--- src/rtl/lc4_div_pkg.sv ---
// Shared types and helpers for the LC4 iterative divider.
package lc4_div_pkg;

  localparam int unsigned DIV_WIDTH = 16;

  typedef enum logic [1:0] {
    DIV_IDLE = 2'd0,
    DIV_RUN  = 2'd1,
    DIV_DONE = 2'd2
  } div_state_t;

  // Ceiling log2 with a floor of 1 so a single-iteration counter still has a bit.
  function automatic int unsigned clog2(input int unsigned n);
    int unsigned w;
    w = 1;
    while ((32'd1 << w) < n) w = w + 1;
    return w;
  endfunction

endpackage

--- src/rtl/lc4_div_step.sv ---
// One combinational restoring-division step: shift in a dividend bit, trial subtract.
module lc4_div_step
  import lc4_div_pkg::*;
#(
  parameter int unsigned WIDTH = DIV_WIDTH
) (
  input  logic [WIDTH-1:0] dvd_i,
  input  logic [WIDTH-1:0] rem_i,
  input  logic [WIDTH-1:0] q_i,
  input  logic [WIDTH-1:0] divisor_i,
  output logic [WIDTH-1:0] dvd_o,
  output logic [WIDTH-1:0] rem_o,
  output logic [WIDTH-1:0] q_o
);

  logic [WIDTH-1:0] rem_t;
  logic             ge;

  always_comb begin
    rem_t = (rem_i << 1) | WIDTH'(dvd_i[WIDTH-1]);
    ge    = (rem_t >= divisor_i);
    dvd_o = dvd_i << 1;
    rem_o = ge ? (rem_t - divisor_i) : rem_t;
    q_o   = (q_i << 1) | WIDTH'(ge);
  end

endmodule

--- src/rtl/lc4_div_sequencer.sv ---
// Multi-cycle unsigned DIV/MOD unit: valid/ready operand intake, restoring steps, held result.
module lc4_div_sequencer
  import lc4_div_pkg::*;
#(
  parameter int unsigned WIDTH           = DIV_WIDTH,
  parameter int unsigned STEPS_PER_CYCLE = 1
) (
  input  logic             clk,
  input  logic             rst_n,
  input  logic             i_flush,
  input  logic             i_valid,
  output logic             o_ready,
  input  logic [WIDTH-1:0] i_dividend,
  input  logic [WIDTH-1:0] i_divisor,
  output logic             o_valid,
  input  logic             i_out_ready,
  output logic [WIDTH-1:0] o_quotient,
  output logic [WIDTH-1:0] o_remainder,
  output logic             o_busy
);

  localparam int unsigned ITERS = WIDTH / STEPS_PER_CYCLE;
  localparam int unsigned CW    = clog2(ITERS);
  localparam logic [CW-1:0] LAST = CW'(ITERS - 1);

  div_state_t       state_q, state_d;
  logic [WIDTH-1:0] dvd_q, dvd_d, rem_q, rem_d, q_q, q_d, dsr_q, dsr_d;
  logic [WIDTH-1:0] quot_q, quot_d, remd_q, remd_d;
  logic [CW-1:0]    cnt_q, cnt_d;
  logic             accept, advance, last_iter;
  logic [WIDTH-1:0] dvd_n, rem_n, q_n;

  assign accept    = (state_q == DIV_IDLE) && i_valid && !i_flush;
  assign advance   = (state_q == DIV_RUN) && !i_flush;
  assign last_iter = (cnt_q == LAST);

  // Chain of restoring steps evaluated within one clock.
  for (genvar g = 0; g < STEPS_PER_CYCLE; g++) begin : g_step
    logic [WIDTH-1:0] dvd_in, rem_in, q_in, dvd_out, rem_out, q_out;
    if (g == 0) begin : g_first
      assign dvd_in = dvd_q;
      assign rem_in = rem_q;
      assign q_in   = q_q;
    end else begin : g_next
      assign dvd_in = g_step[g-1].dvd_out;
      assign rem_in = g_step[g-1].rem_out;
      assign q_in   = g_step[g-1].q_out;
    end
    lc4_div_step #(.WIDTH(WIDTH)) u_step (
      .dvd_i    (dvd_in),
      .rem_i    (rem_in),
      .q_i      (q_in),
      .divisor_i(dsr_q),
      .dvd_o    (dvd_out),
      .rem_o    (rem_out),
      .q_o      (q_out)
    );
  end

  assign dvd_n = g_step[STEPS_PER_CYCLE-1].dvd_out;
  assign rem_n = g_step[STEPS_PER_CYCLE-1].rem_out;
  assign q_n   = g_step[STEPS_PER_CYCLE-1].q_out;

  always_ff @(posedge clk) begin
    if (!rst_n) state_q <= DIV_IDLE;
    else        state_q <= state_d;
  end

  always_comb begin
    state_d = state_q;
    if (i_flush) begin
      state_d = DIV_IDLE;
    end else begin
      unique case (state_q)
        DIV_IDLE: if (i_valid) state_d = (i_divisor == '0) ? DIV_DONE : DIV_RUN;
        DIV_RUN:  if (last_iter) state_d = DIV_DONE;
        DIV_DONE: if (i_out_ready) state_d = DIV_IDLE;
        default:  state_d = DIV_IDLE;
      endcase
    end
  end

  always_comb begin
    o_ready = (state_q == DIV_IDLE);
    o_valid = (state_q == DIV_DONE);
    o_busy  = (state_q == DIV_RUN) || (state_q == DIV_DONE);
  end

  assign o_quotient  = quot_q;
  assign o_remainder = remd_q;

  // Working and result registers; results only change on a zero-divide accept or the final step.
  always_comb begin
    dvd_d  = dvd_q;
    rem_d  = rem_q;
    q_d    = q_q;
    dsr_d  = dsr_q;
    cnt_d  = cnt_q;
    quot_d = quot_q;
    remd_d = remd_q;
    if (accept) begin
      dvd_d = i_dividend;
      dsr_d = i_divisor;
      rem_d = '0;
      q_d   = '0;
      cnt_d = '0;
      if (i_divisor == '0) begin
        quot_d = '0;
        remd_d = '0;
      end
    end else if (advance) begin
      dvd_d = dvd_n;
      rem_d = rem_n;
      q_d   = q_n;
      cnt_d = cnt_q + CW'(1);
      if (last_iter) begin
        quot_d = q_n;
        remd_d = rem_n;
      end
    end
  end

  always_ff @(posedge clk) begin
    if (!rst_n) begin
      dvd_q  <= '0;
      rem_q  <= '0;
      q_q    <= '0;
      dsr_q  <= '0;
      cnt_q  <= '0;
      quot_q <= '0;
      remd_q <= '0;
    end else begin
      dvd_q  <= dvd_d;
      rem_q  <= rem_d;
      q_q    <= q_d;
      dsr_q  <= dsr_d;
      cnt_q  <= cnt_d;
      quot_q <= quot_d;
      remd_q <= remd_d;
    end
  end

endmodule

--- config.mk ---
export PLATFORM = sky130hd
export DESIGN_NAME = lc4_div_sequencer
export DESIGN_NICKNAME = d
export VERILOG_FILES = /design/src/rtl/lc4_div_pkg.sv /design/src/rtl/lc4_div_step.sv /design/src/rtl/lc4_div_sequencer.sv
export SDC_FILE = /design/constraint.sdc
export NUM_CORES = 1
export LEC_CHECK = 0
export BUFFER_PORTS_ARGS = -buffer_cell sky130_fd_sc_hd__buf_2
export CORE_UTILIZATION = 50
export DETAILED_ROUTE_END_ITERATION = 8
export GPL_TIMING_DRIVEN = 0
export PLACE_DENSITY_LB_ADDON = 0.08
export SYNTH_ARGS = -nofsm -noshare
export SYNTH_HDL_FRONTEND = slang
export SYNTH_SLANG_ARGS = --single-unit
--- constraint.sdc ---
create_clock -name clk -period 2.2 [get_ports clk]
set_clock_uncertainty 0.05 [all_clocks]
set_input_delay 0.11 -clock clk [delete_from_list [all_inputs] [get_ports clk]]
set_output_delay 0.11 -clock clk [all_outputs]
set_load 0.02 [all_outputs]
# Word level (Yosys, flattened, before mapping)

Cells that the tools add are included.

$add $sub $neg: 2
Bitwise logic cells: 3
Multiplexer cells: 15
Reduce and logical (&&, ||, !) cells: 13
Equal/unequal tests: 7
Order comparisons: 1

Operator list:

| operator              | count |
|---|---|
| $mux W16              | 10 |
| $or A16 B1 Y16        | 2 |
| $ge A16 B16 Y1        | 1 |
| $logic_not A16 Y1     | 1 |
| $sub A16 B16 Y16      | 1 |
| $mux W2               | 4 |
| $pmux W2 S3           | 1 |
| $reduce_and A3 Y1     | 2 |
| $add A4 B1 Y4 const B | 1 |
| $eq A4 B4 Y1 const B  | 1 |
| $ne A2 B1 Y1 const B  | 2 |
| $ne A2 B2 Y1 const B  | 2 |
| $reduce_bool A2 Y1    | 2 |
| $reduce_or A2 Y1      | 2 |
| $logic_and A1 B1 Y1   | 3 |
| $eq A2 B1 Y1 const B  | 1 |
| $eq A2 B2 Y1 const B  | 1 |
| $logic_not A2 Y1      | 1 |
| $logic_not A1 Y1      | 1 |
| $logic_or A1 B1 Y1    | 1 |
| $not A1 Y1            | 1 |

Input bits: 37
Register bits after elaboration: 100
Logic and storage cells: 49
Output and inout port bits: 35

# Longest topological paths before layout

Gate-level depths: netlist of run 1.

Depth in word-level cells: 6
Depth in mapped cells: 13
Gate-level depth less buffers: 10

# Hierarchy

A second synthesis of run 1 with hierarchy kept.

Cells, all modules: 595
Area total of the unflattened synthesis: 5144.9 sq um

Modules (own cells, without submodules):

| module            | area an instance (sq um) | cells each | times used | sequential area each (sq um) |
|---|---|---|---|---|
| lc4_div_sequencer | 3627.2                   | 385        | 1          | 2042.0 |
| lc4_div_step      | 1517.7                   | 210        | 1          | 0.0 |

# Worst setup path before layout of run 1

OpenSTA, ideal clock, no wires.

Kind: flip-flop to flip-flop
Start: register dsr_q[13]
End: register remd_q[13], in the netlist o_remainder[13]
Stages on the path, launching flop included: 13
Arrival: 2188 ps
Slack: -165 ps
Buffers on the path: 3
Clock period less this slack: 2365 ps
Setup time: 128 ps
Required time: 2022 ps
Cell sequence: dfxtp_1 > inv_1 > ha_1 > buf_6 > and3_4 > a221o_1 > a21o_1 > a211oi_4 > buf_6 > buf_6 > nor2_1 > a22oi_1 > o21ai_1

Longest elaborated chain between the ends: 5
Elaborated cells between the ends (all ways): 6
Those cells by class: add/sub (1); order compare (1); mux (4)

RTL lines:

| item                                               | line                                   | source |
|---|---|---|
| start: declaration                                 | lc4_div_sequencer.sv:27                | `logic [WIDTH-1:0] dvd_q, dvd_d, rem_q, rem_d, q_q, q_d, dsr_q, dsr_d;` |
| start signal: assignment                           | lc4_div_sequencer.sv:136               | `dsr_q <= dsr_d;` |
| $sub A16 B16 Y16 or $ge A16 B16 Y1 (tied branches) | lc4_div_step.sv:23, lc4_div_step.sv:21 |  |
| $mux W16 (*)                                       | lc4_div_step.sv:23                     | `rem_o = ge ? (rem_t - divisor_i) : rem_t;` |
| $mux W16 (*)                                       | lc4_div_sequencer.sv:116               | `if (last_iter) begin` |
| $mux W16 (*)                                       | lc4_div_sequencer.sv:111               | `end else if (advance) begin` |
| $mux W16 (*)                                       | lc4_div_sequencer.sv:101               | `if (accept) begin` |
| end signal: assignment                             | lc4_div_sequencer.sv:139               | `remd_q <= remd_d;` |
| end: declaration                                   | lc4_div_sequencer.sv:28                | `logic [WIDTH-1:0] quot_q, quot_d, remd_q, remd_d;` |

Mark *: on every way between the ends. The rest lies on a longest branch, timed or not. The select of a mux whose other input is x is not followed.
A chain may end at the register's enable or synchronous reset.

# Worst setup path after layout of run 1

Start: register dsr_q[11]
End: register rem_q[11], in the netlist g_step[0].rem_in[11]

Longest elaborated chain between the ends: 2
Elaborated cells between the ends (all ways): 3
Those cells by class: add/sub (1); order compare (1); mux (1)

RTL lines:

| item                                               | line                                   | source |
|---|---|---|
| $sub A16 B16 Y16 or $ge A16 B16 Y1 (tied branches) | lc4_div_step.sv:23, lc4_div_step.sv:21 |  |
| $mux W16 (*)                                       | lc4_div_step.sv:23                     |  |
| end signal: assignment                             | lc4_div_sequencer.sv:134               | `rem_q <= rem_d;` |
| end: declaration                                   | lc4_div_sequencer.sv:27                |  |

Mark *: on every way between the ends. The rest lies on a longest branch, timed or not.

==> results_dict.tcl, run 1 <==
set metrics [dict create \
    placed_cells 774 \
    nets 778 \
    vias 4612 \
    startpoint_type "register" \
    drt_iter0_drc 242 \
    io_buffer_count 70 \
    syn_area_per_cell_um2 8.33 \
    cap_violations 0 \
    cp_max_fo 6 \
    hold_viol 0 \
    gr-total-overflow 0 \
    hold_depth 3 \
    clkLatencyLatePin_ps 370 \
    finalCritPeriodShare_pct 109 \
    end_kind "register" \
    synth_fp_nets 633 \
    diodes 0 \
    netlist_area_um2 4790 \
    die_y_um 99.8 \
    core_area_um2 9240 \
    report.power.total_mw 4.64 \
    numCtsBuffers 9 \
    async_reset_ff_share_pct 0 \
    dpl.hpwl_mm 8.61 \
    ys_seq_elements 100 \
    power.density_nw_per_um2 713 \
    yosysWarnings 0 \
    seq_area_frac_synth_pct 41.8 \
    gp_congestion 0.908 \
    initial_core_util_pct 51.8 \
    worstPathRequired_ps 2390 \
    area_growth_pct 35.9 \
    setup.worst_path.start "dsr_q[11]" \
    post-route-util_pct 70.4 \
    drt.antenna.violating_nets 0 \
    post_drt_wl_per_cell_um 15.1 \
    use_met2_pct 44.5 \
    setup_viol 33 \
    worst_ep_arrival_time_ps 2590 \
    synth_cells 575 \
    io_pins 72 \
    fin_crit_ps 2400 \
    synth_top_area_cell "dfxtp_1" \
    wirelength_mm 12.9 \
    synth_ff_type "dfxtp_1" \
    drt_pass1_iterations 5 \
    reg2reg_depth 9 \
    clkSlewWorstSetupHoldPaths_ps 100 \
    reg2reg_setup_slack_ps -200 \
    grt.busiest_layer "met2" \
    synth_edf_count 0 \
    use_met1_pct 34.7 \
    hold_class "in -> reg" \
    drc 0 \
    rows 35 \
    violations "setup timing" \
    cts-root-buf "clkbuf_8" \
    cts_sinks 100 \
    rsz0062_at_grt "yes" \
    path_class "reg -> reg" \
    tritoncts "built" \
    die_x_um 99.8 \
    avgViaCountPerCell 5.40 \
    p_leak_nw 2.56 \
    maxSlewHeadroom_pct 57.2 \
    synth_area_leaders "dfxtp_1, nand2_1, a21oi_1, ha_1, a21boi_0" \
    synthTopCellsByCount "nand2_1, dfxtp_1, a21oi_1, a21boi_0, o21ai_0" \
    synth_most_common_cell "nand2_1" \
    cts_buffer_depth 2 \
    synth_cell_types 54 \
    whs_ps 65.1 \
    status "complete, but fails checks" \
    met3_usage_pct 3.41 \
    track_usage_pct 26.2 \
    ir_worst_vdd_v 0.000384 \
    min-delay-start "i_flush" \
    timing.rr.end "g_step[0].rem_in[11]" \
    fmax_ghz 0.418 \
    drv_slew 0 \
    fin_ws_ps -195 \
    worstHoldEndpoint "state_q[1]" \
    grt_pass1_vias 4359 \
    tns_ps -5200 \
    worst_pin_slew_ps 642 \
    grt_max_degree 20 \
    synth.top_cell.area_share_pct 41.8 \
    dieArea_um2 9970 \
    grt_pass1_wl_mm 20.7 \
    h-tree-depth 3 \
    drive_gt1_share_pct 28.7 \
    final_cells 854 \
    antenna_found_initial 0 \
    timing.rr.start "dsr_q[11]" \
]
## cell type report
type	count	area, um2
multi-input combinational	415	2880
fill	747	2740
sequential	100	2020
timing repair buffer	138	965
buffer	33	173
tap	129	161
clock buffer	9	124
clock inverter	7	91.3
inverter	23	86.3
## through the flow
stage | setup slack, ps | instance area, um2
final | -195 | 6500
after global routing | -307 | 6500
after CTS | -262 | 6230
after detailed placement | -600 | 5300
after global placement | -504 | 5300
after floorplan | -161 | 4790
## logic make-up (layout without fill, tap and decap cells)
logic type                 Yosys count  in the layout  synth area share (%)
AOI/OAI and AO/OA                  187            187                  25.7
xor gates and xnor gates            14             14                  2.56
adders and majority gates           21             21                  5.65
buffers and inverters               60            210                  5.41
DFF                                100            100                  41.8
muxes                                6              6                  1.31
and+or+nand+nor                    187            187                  17.5
## flip-flops by register name, indices dropped and copies added (netlist names)
name and flops:
cnt_q 4, dsr_q 16, dvd_q 16, g_step.q_in 15
g_step.rem_in 15, o_quotient 16, o_remainder 16, state_q 2
## worst max-delay path, stage by stage (launching register included)
cell and delay (ps):
dfxtp_2 350, inv_2 50, ha_4 250, a21o_1 170, a221o_1 340, a21o_1 210
a211oi_4 260, buf_6 190, mux2i_2 300, a211oi_2 100
## how the worst max path moves through the flow
stage                                       to  slack, ps  cells past startpoint
after detailed placement  g_step[0].rem_in[14]       -600                     10
after CTS                       o_remainder[2]       -260                     11
after global placement    g_step[0].rem_in[14]       -500                     10
final                     g_step[0].rem_in[11]       -200                      9
after floorplan                o_remainder[13]       -160                     12
after global routing           o_remainder[13]       -310                     11
## per-layer routing
layer  vias up  share of wire [%]
met3        17                3.6
met4         0                1.4
met2       116                 48
met5         -                  0
li1       2307                  -
met1      2172                 47
## power breakdown
part	switching, mW	internal [mW]	leakage (nW)
Combinational	0.765	0.743	1.64
Sequential	0.0352	1.86	0.816
Clock	0.686	0.553	0.105
## cells in the final DEF, fill, tap and decap left out, types with 10 or more instances in the layout
cell type,n
nand2_1,107
dfxtp_1,87
buf_2,71
a21oi_1,39
buf_4,33
a21boi_0,32
dlygate4sd3_1,32
nor2_1,21
clkbuf_1,21
o21ai_0,20
inv_1,19
nor2b_1,19
a22oi_1,15
a32oi_1,14
o21ai_1,14
dfxtp_2,12
a21oi_2,11
xor2_1,10
## what timing repair did
action / 4_1_cts / 5_1_grt
endpoints found under the setup margin: 42 / 63
hold buffers: 32 / 0
endpoints found under the hold margin: 32 / 0
pin swaps: 18 / 19
setup buffers: 20 / 15
resized for setup: 61 / 48
cloned: 1 / 0
No activity file was read; power rests on OpenSTA's default activity.
==> run 2, diff against run 1 <==
CTS_CLUSTER_DIAMETER = 100   (was default)
RECOVER_POWER = 25   (was default)
SKIP_LAST_GASP = 1   (was default)
==> run 2 against run 1 <==
- the run still ends with setup timing left
- worst setup slack better by 1.2 ps
- die area stayed put
- critical path depth is 2 higher
- first-iteration DRC count is 0.41% lower
- critical endpoint is now g_step[0].rem_in[6]
- highest routed layer unchanged
==> results_dict.tcl, run 2 (synthesis gave the netlist of run 1 again) <==
set metrics [dict create \
    diodes 0 \
    timing.rr.end "g_step[0].rem_in[6]" \
    hold_class "in -> reg" \
    timing.rr.start "dsr_q[11]" \
    hold_depth 3 \
    report.power.total_mw 4.62 \
    drt_pass1_iterations 5 \
    setup_viol 33 \
    drt-met1-wl_mm 6.00 \
    power.density_nw_per_um2 716 \
    finalCritPeriodShare_pct 109 \
    avgViaCountPerCell 5.40 \
    reg2reg_depth 11 \
    cts_sinks 100 \
    post-route-util_pct 69.9 \
    area_growth_pct 34.8 \
    drt.antenna.violating_nets 0 \
    post_drt_wl_per_cell_um 15.0 \
    drv_slew 0 \
    die_x_um 99.8 \
    initial_core_util_pct 51.8 \
    clkLatencyLatePin_ps 360 \
    cap_violations 0 \
    fmax_ghz 0.418 \
    rsz0062_at_grt "yes" \
    gp_congestion 0.908 \
    antenna_found_initial 0 \
    mostFrequentLayoutCell "nand2_1" \
    cts_buffer_depth 2 \
    vias 4610 \
    io_pins 72 \
    highest_layer "met4" \
    tns_ps -5220 \
    reg2reg_setup_slack_ps -190 \
    route.met2.wl_mm 6.09 \
    worst_ep_arrival_time_ps 2580 \
    grt_pass1_wl_mm 20.6 \
    path_class "reg -> reg" \
    core_area_um2 9240 \
    die_y_um 99.8 \
    cts-root-buf "clkbuf_8" \
    wirelength_mm 12.8 \
    nets 778 \
    fin_crit_ps 2390 \
    min-delay-start "i_flush" \
    dpl_worst_slack_ps -600 \
    p_leak_nw 2.44 \
    grt_max_degree 20 \
    ir_worst_vdd_v 0.000385 \
    fill_cells 761 \
    h-tree-depth 3 \
    mostFrequentLayoutCells "nand2_1, dfxtp_1, buf_2, clkbuf_1, a21oi_1" \
    io_buffer_count 70 \
    violations "setup timing" \
    clkSlewWorstSetupHoldPaths_ps 100 \
    grt_pass1_vias 4347 \
    rows 35 \
    worst_pin_slew_ps 623 \
    dpl.hpwl_mm 8.61 \
    startpoint_type "register" \
    end_kind "register" \
    track_usage_pct 26.1 \
    fin_ws_ps -194 \
    hold_viol 0 \
    tritoncts "built" \
    status "complete, but fails checks" \
    worstHoldEndpoint "state_q[1]" \
    worstPathRequired_ps 2390 \
    drt_iter0_drc 241 \
    drc 0 \
    maxSlewHeadroom_pct 58.5 \
    cp_max_fo 6 \
    numCtsBuffers 9 \
    drive_gt1_share_pct 25.1 \
    wl_met3_um 582 \
    gr-total-overflow 0 \
    dieArea_um2 9970 \
]
## run 2: cell types whose count changed in the layout (fill, tap and decap cells not counted)
cell | previous run | this run
and4_4 | 1 | 0
a41oi_1 | 0 | 1
and4_2 | 0 | 1
buf_2 | 71 | 46
a31oi_4 | 1 | 0
clkbuf_1 | 21 | 46
a41oi_2 | 1 | 0
a31oi_2 | 0 | 1
## run 2: worst max-delay path, cell delays in order (launching register included)
cell and delay [ps]:
dfxtp_2 350, inv_2 50, ha_4 250, a21o_1 170, a221o_1 340, a21o_1 220
a211oi_4 260, buf_6 190, buf_6 140, nor2_1 60, a21oi_2 120, a21oi_1 70
## run 2: layout make-up
type	instances	area, um2	area share (%)
multi-input cells	415	2870	44.4
flip-flops and latches	100	2020	31.3
repair buffers	138	933	14.5
plain buffers	33	173	2.67
well taps	129	161	2.50
clock buffers	9	124	1.92
clock inverters	7	91.3	1.42
inverters	23	86.3	1.34
## run 2: how the worst max path moves through the flow
stage                     depth (start not counted)                   end            startpoint
final                                            11   g_step[0].rem_in[6]             dsr_q[11]
after global routing                             11       o_remainder[13]             dsr_q[11]
after detailed placement                         10  g_step[0].rem_in[14]             dvd_q[15]
after CTS                                        11   g_step[0].rem_in[6]  g_step[0].rem_in[12]
after global placement                           10  g_step[0].rem_in[14]             dvd_q[15]
after floorplan                                  12       o_remainder[13]             dsr_q[13]
## run 2: through the flow
step | hold WS (ps) | instance area [um2] | cells
3_5_place_dp | 318 | 5300 | 774
5_1_grt | 77.8 | 6450 | 854
2_1_floorplan | 197 | 4790 | 575
6_report | 69.7 | 6450 | 854
4_1_cts | 36.1 | 6230 | 841
3_3_place_gp | 311 | 5300 | 774
## run 2: power breakdown
part           internal (mW)  switching (mW)  leakage (nW)  total [mW]
Clock                  0.553           0.685         0.105        1.24
Sequential              1.86          0.0349         0.816        1.89
Combinational          0.734           0.757          1.52        1.49
## run 2: what timing repair did
item / in CTS / in global routing
endpoints found under the setup margin: 42 / 63
buffers inserted: 20 / 15
cloned: 1 / 0
gates resized for setup: 59 / 48
hold buffers: 32 / 0
pin swaps: 18 / 19
endpoints found under the hold margin: 32 / 0
## run 2: layer usage
layer  vias up  track usage [%]
li1       2307                -
met1      2150             34.8
met2       138             44.2
met3        15             3.41
met4         0             7.92
met5         -                0
